===== src/rtl/uart_tx.sv =====
// -----------------------------------------------------------------------------
// uart_tx -- asynchronous serial transmitter (8 data bits, no parity,
// 1 or 2 stop bits, LSB first).
//
// The CPU waits for is_transmitting low, then pulses transmit for one cycle
// with tx_byte valid. The byte is captured on that edge and shifted out on tx.
//
// Parameters
//   CLKS_PER_BIT : clock cycles per bit period (>= 2)
//   STOP_BITS    : number of stop bits (1 or 2)
//
// Ports
//   clk             in   system clock, rising edge
//   rst             in   asynchronous active-high reset
//   tx_byte [7:0]   in   byte to send, sampled only when transmit is accepted
//   transmit        in   one-cycle send request; ignored while busy
//   is_transmitting out  high for every cycle of a frame
//   tx_done         out  high on the last cycle of the final stop bit
//   tx              out  serial line (registered), idles high
// -----------------------------------------------------------------------------
module uart_tx #(
    parameter int CLKS_PER_BIT = 104,
    parameter int STOP_BITS    = 1
) (
    input  logic       clk,
    input  logic       rst,
    input  logic [7:0] tx_byte,
    input  logic       transmit,
    output logic       is_transmitting,
    output logic       tx_done,
    output logic       tx
);

    localparam int CW = (CLKS_PER_BIT > 2) ? $clog2(CLKS_PER_BIT) : 1;
    localparam logic [CW-1:0] BAUD_RELOAD = CW'(CLKS_PER_BIT - 1);
    localparam logic [2:0]    LAST_DATA   = 3'd7;
    localparam logic [2:0]    LAST_STOP   = 3'(STOP_BITS - 1);

    typedef enum logic [1:0] {
        IDLE,
        START,
        DATA,
        STOP
    } state_t;

    state_t         state_reg, state_next;
    logic [7:0]     shift_reg, shift_next;
    logic [2:0]     bit_cnt_reg, bit_cnt_next;
    logic [CW-1:0]  baud_reg, baud_next;
    logic           tx_reg, tx_next;

    logic           baud_end;

    assign baud_end = (baud_reg == '0);

    always_ff @(posedge clk or posedge rst) begin
        if (rst) begin
            state_reg   <= IDLE;
            shift_reg   <= '0;
            bit_cnt_reg <= '0;
            baud_reg    <= '0;
            tx_reg      <= 1'b1;
        end else begin
            state_reg   <= state_next;
            shift_reg   <= shift_next;
            bit_cnt_reg <= bit_cnt_next;
            baud_reg    <= baud_next;
            tx_reg      <= tx_next;
        end
    end

    // tx_next is the line level for the coming cycle, so it is derived from
    // the state being entered, keeping the pin a pure flop output.
    always_comb begin
        state_next   = state_reg;
        shift_next   = shift_reg;
        bit_cnt_next = bit_cnt_reg;
        baud_next    = baud_reg;
        tx_next      = tx_reg;

        case (state_reg)
            IDLE: begin
                tx_next = 1'b1;
                if (transmit) begin
                    shift_next   = tx_byte;
                    bit_cnt_next = '0;
                    baud_next    = BAUD_RELOAD;
                    tx_next      = 1'b0;
                    state_next   = START;
                end
            end

            START: begin
                if (baud_end) begin
                    baud_next  = BAUD_RELOAD;
                    tx_next    = shift_reg[0];
                    state_next = DATA;
                end else begin
                    baud_next = baud_reg - 1'b1;
                end
            end

            DATA: begin
                if (baud_end) begin
                    baud_next = BAUD_RELOAD;
                    if (bit_cnt_reg == LAST_DATA) begin
                        // bit counter is reused to count stop bits
                        bit_cnt_next = '0;
                        tx_next      = 1'b1;
                        state_next   = STOP;
                    end else begin
                        shift_next   = {1'b0, shift_reg[7:1]};
                        bit_cnt_next = bit_cnt_reg + 1'b1;
                        tx_next      = shift_reg[1];
                    end
                end else begin
                    baud_next = baud_reg - 1'b1;
                end
            end

            STOP: begin
                tx_next = 1'b1;
                if (baud_end) begin
                    if (bit_cnt_reg == LAST_STOP) begin
                        bit_cnt_next = '0;
                        shift_next   = '0;
                        state_next   = IDLE;
                    end else begin
                        bit_cnt_next = bit_cnt_reg + 1'b1;
                        baud_next    = BAUD_RELOAD;
                    end
                end else begin
                    baud_next = baud_reg - 1'b1;
                end
            end

            default: begin
                state_next = IDLE;
                tx_next    = 1'b1;
            end
        endcase
    end

    assign tx              = tx_reg;
    assign is_transmitting = (state_reg != IDLE);
    assign tx_done         = (state_reg == STOP) && baud_end && (bit_cnt_reg == LAST_STOP);

endmodule


===== config.mk =====
export PLATFORM = sky130hd
export DESIGN_NAME = uart_tx
export DESIGN_NICKNAME = d
export VERILOG_FILES = /design/src/rtl/uart_tx.sv
export SDC_FILE = /design/constraint.sdc
export NUM_CORES = 1
export LEC_CHECK = 0
export ABC_AREA = 0
export ABC_CLOCK_PERIOD_IN_PS = 1960
export CAP_MARGIN = 20
export CORE_ASPECT_RATIO = 1.2
export CORE_MARGIN = 2
export CORE_UTILIZATION = 50
export CTS_CLUSTER_SIZE = 28
export DETAILED_ROUTE_END_ITERATION = 7
export PLACE_DENSITY = 0.81
export SLEW_MARGIN = 0
export SYNTH_ARGS = -nofsm -noshare
export SYNTH_HDL_FRONTEND = slang
export SYNTH_SLANG_ARGS = --single-unit

===== constraint.sdc =====
create_clock -name clk -period 1.96 [get_ports clk]
set_input_delay 0.392 -clock clk [delete_from_list [all_inputs] [get_ports clk]]
set_output_delay 0.392 -clock clk [all_outputs]
set_load 0.02 [all_outputs]

Word-level counts from Yosys, hierarchy flattened
Index checks and enable logic that the tools add are counted.
{"block": "classes", "add_sub_neg": 2, "eq_ne": 12, "n_mux": 29, "reduce_logical": 13}
{"operator": "8-bit two-way mux", "n": 5}
{"operator": "7-bit two-way mux", "n": 4}
{"operator": "8-bit one-hot mux with 3 select lines", "n": 1}
{"operator": "7-bit one-hot mux with 3 select lines", "n": 1}
{"operator": "3-bit two-way mux", "n": 5}
{"operator": "2-bit inequality test (second input constant)", "n": 7}
{"operator": "2-bit two-way mux", "n": 6}
{"operator": "6-bit AND reduction", "n": 2}
{"operator": "3-bit one-hot mux with 3 select lines", "n": 1}
{"operator": "2-bit one-hot mux with 4 select lines", "n": 1}
{"operator": "7-bit zero test", "n": 1}
{"operator": "7-bit by 1-bit subtractor with 7-bit output (second input constant)", "n": 1}
{"operator": "2-bit equality test (second input constant)", "n": 2}
{"operator": "1-bit two-way mux", "n": 4}
{"operator": "1-bit one-hot mux with 4 select lines", "n": 1}
{"operator": "2-bit AND reduction", "n": 2}
{"operator": "4-bit AND reduction", "n": 1}
{"operator": "3-bit by 1-bit adder with 3-bit output (second input constant)", "n": 1}
{"operator": "3-bit equality test (second input constant)", "n": 1}
{"operator": "3-bit zero test", "n": 1}
{"operator": "3-bit inequality test (second input constant)", "n": 1}
{"operator": "3-bit nonzero test", "n": 1}
{"operator": "2-bit by 1-bit equality test with 1-bit output (second input constant)", "n": 1}
{"operator": "1-bit logical AND", "n": 2}
{"operator": "other kinds (3)", "n": 3}
{"block": "word_totals", "ff_bits": 21, "in_bits": 11, "output_inout_bits": 3, "word_cells": 61}

Depth between registers and ports, before layout
{"block": "logic_depth", "word_depth": 4, "ltp_mapped": 7, "depth_no_buf": 6}

Worst setup path after synthesis
Ideal clock, no wire load.
{"block": "synth_path", "path_kind": "register to output", "startpoint": "register baud_reg[0]", "endpoint": "output port tx_done", "arrival_ns": 1.583, "required_time_ns": 1.568, "slack_ns": -0.015, "path_stages_with_launch": 6, "path_buffers": 0, "path_cell_list": "dfrtp_1 -> inv_1 -> ha_1 -> nor3b_2 -> nand2_1 -> nor3_1"}
{"block": "synth_between", "elab_chain_cells": 3}
{"item": "start: declaration", "line_no": "49", "rtl": "logic [CW-1:0] baud_reg, baud_next;"}
{"item": "start signal: assignment", "line_no": "67", "rtl": "baud_reg <= baud_next;"}
{"item": "7-bit zero test", "line_no": "54", "rtl": "assign baud_end = (baud_reg == '0);"}
{"item": "1-bit logical AND (2 in a row)", "line_no": "146", "rtl": "assign tx_done = (state_reg == STOP) && baud_end && (bit_cnt_reg == LAST_STOP);"}
{"item": "end: declaration", "line_no": "30", "rtl": "output logic tx_done,"}
Every way passes these cells.

Worst setup path after layout
Same ends and word-level chain as after synthesis.

==> results_dict.tcl <==
set metrics [dict create \
    yosysMostFrequentCell "dfrtp_1" \
    wl_um 3140 \
    cts_hold_buffers 0 \
    max_slew_margin 0.666 \
    hp-class "in -> async" \
    port-buffer-count 13 \
    antenna_found_initial 0 \
    critPathKind "reg -> out" \
    max-clock-path-buffers 2 \
    cts-htree-levels 1 \
    worst_pin_slew_ps 496 \
    ys.warnings.count 0 \
    rsz0062_at_grt "yes" \
    die_h_um 61 \
    cp-start-kind "flip-flop" \
    vias 1124 \
    start_util 0.530 \
    leakage_nw 0.836 \
    arrival_ps 1520 \
    drtIter0Drc 28 \
    synth.top_cell.area_share 0.370 \
    syn_nets 155 \
    largest_reg_flops 8 \
    synth-edff-count 0 \
    core_area_sq_um 2550 \
    synth.yosys.seq_area_share 0.389 \
    power.density_nw_per_um2 377 \
    place_area_sq_um 1690 \
    final_max_slew_viol_count 0 \
    grt_usage 0.217 \
    cts-buffers-inserted 3 \
    via_per_inst 5.51 \
    fp.dieW_um 51.5 \
    wl_per_cell_um 15.4 \
    final_hold_viol_count 0 \
    timing.fmax_ghz 0.522 \
    overflow 0 \
    grt_pass1_wl_um 5050 \
    cp.required_ps 1570 \
    clkTransAtPathRegs_ps 120 \
    synth_cells 133 \
    area_growth_pct 33.7 \
    nFillCells 192 \
    cts_root_buf "clkbuf_4" \
    synth.area.top_cells "dfrtp_1 (37%), ha_1 (10%), mux2_2 (8.3%)" \
    first_global_vias 1168 \
    drive_gt1_frac 0.345 \
    setup_viol 0 \
    final.setup.tns_ps 0 \
    die_area_sq_um 3140 \
    cp-end-kind "primary output" \
    dr.pass1.iters 6 \
    dp_hpwl_um 2410 \
    place_congestion 0.848 \
    peakVddDrop_mv 0.288 \
    finalNetCount 194 \
    layout_min_cycle_time_ps 1920 \
    async_flop_share 1.00 \
    cap_violations 0 \
    synth.distinct_cells 33 \
    cts_tree "yes" \
    worstSkewPairLatency_ps 310 \
    netlist_area_sq_um 1350 \
    status "finished clean" \
    utilization 0.709 \
    synth.largest_area_cell "dfrtp_1" \
    rows 20 \
    drc_errors 0 \
    diodes 0 \
    synth_area_per_cell_sq_um 10.2 \
    antenna_left 0 \
    fin_crit_sh 0.977 \
    finClkSkew_ps 2.85 \
    fin_area_sq_um 1810 \
    cts.sinks 21 \
    synth_common_cells "dfrtp_1 (20), inv_1 (14), ha_1 (11)" \
    ios 14 \
    crit_fanout 2 \
    ys_seq_elements 21 \
    grt_max_degree 13 \
    synth_flop_cell "dfrtp_1" \
]
[final cells by class]
cell class	instances	area, sq um	share of cell area
clock buffers	4	26.3	0.0145
well taps	33	41.3	0.0228
multi-input cells	94	846	0.467
repair buffers	38	318	0.176
flip-flops and latches	21	527	0.291
inverters	14	52.6	0.0290
[path summary, 6_finish.rpt]
check / start / end / cells past startpoint / slack [ps]
setup / recovery: baud_reg[0] / tx_done / 6 / 40
hold reg to reg: shift_reg[4] / shift_reg[4] / 1 / 530
hold / removal: rst / shift_reg[2] / 2 / 360
min in group clk: shift_reg[4] / shift_reg[4] / 1 / 530
setup reg to reg: baud_reg[0] / shift_reg[1] / 7 / 60
max in group asynchronous: rst / baud_reg[0] / 3 / 1100
[layer usage]
layer,global-route usage,share of wire,up-vias
met1,0.241,0.39,543
met3,0.0345,0.034,7
li1,-,-,546
met5,0,0,-
met4,0.0865,0.022,0
met2,0.410,0.55,28
[critical path, stage by stage, from the launching register on]
cell,delay (ps)
dfrtp_1,410
inv_2,80
ha_4,140
nor3b_4,210
nand2_2,90
nor3_2,110
buf_4,160
[placed cells by master (no fill, tap or decap), types with 6 or more instances in the layout]
cell,n
dfrtp_1,20
mux2_2,9
o21ai_0,7
a22o_1,8
mux2i_1,6
nor2_1,10
inv_1,11
clkdlybuf4s50_1,11
buf_4,25
a21oi_1,7
ha_1,7
[what timing repair did]
action,4_1_cts,5_1_grt
setup endpoints to repair,10,13
resized for setup,14,10
setup buffers,0,1
pin swaps,3,2
[logic make-up after synthesis]
kind of cell               synth area share
DFF                                   0.389
AOI/OAI and AO/OA                     0.169
adders and majority gates             0.102
and+or+nand+nor                       0.158
muxes                                 0.128
buffers and inverters                0.0545
[power breakdown]
group,switching (W),internal [W]
combinational,0.0000120,0.0000203
clock,0.000137,0.0000796
sequential,0,0.000433
[metrics by stage]
step | power [W] | hold slack (ps) | worst slack, ps | instances
6_report | 0.000682 | 359 | 44.3 | 204
3_3_place_gp | 0.000474 | 492 | -124 | 199
5_1_grt | 0.000712 | 389 | -50.1 | 204
2_1_floorplan | 0.000448 | 368 | 35.3 | 133
3_5_place_dp | 0.000475 | 502 | -164 | 199
4_1_cts | 0.000689 | 375 | -31.2 | 203
No activity file was read; power rests on OpenSTA's default activity.
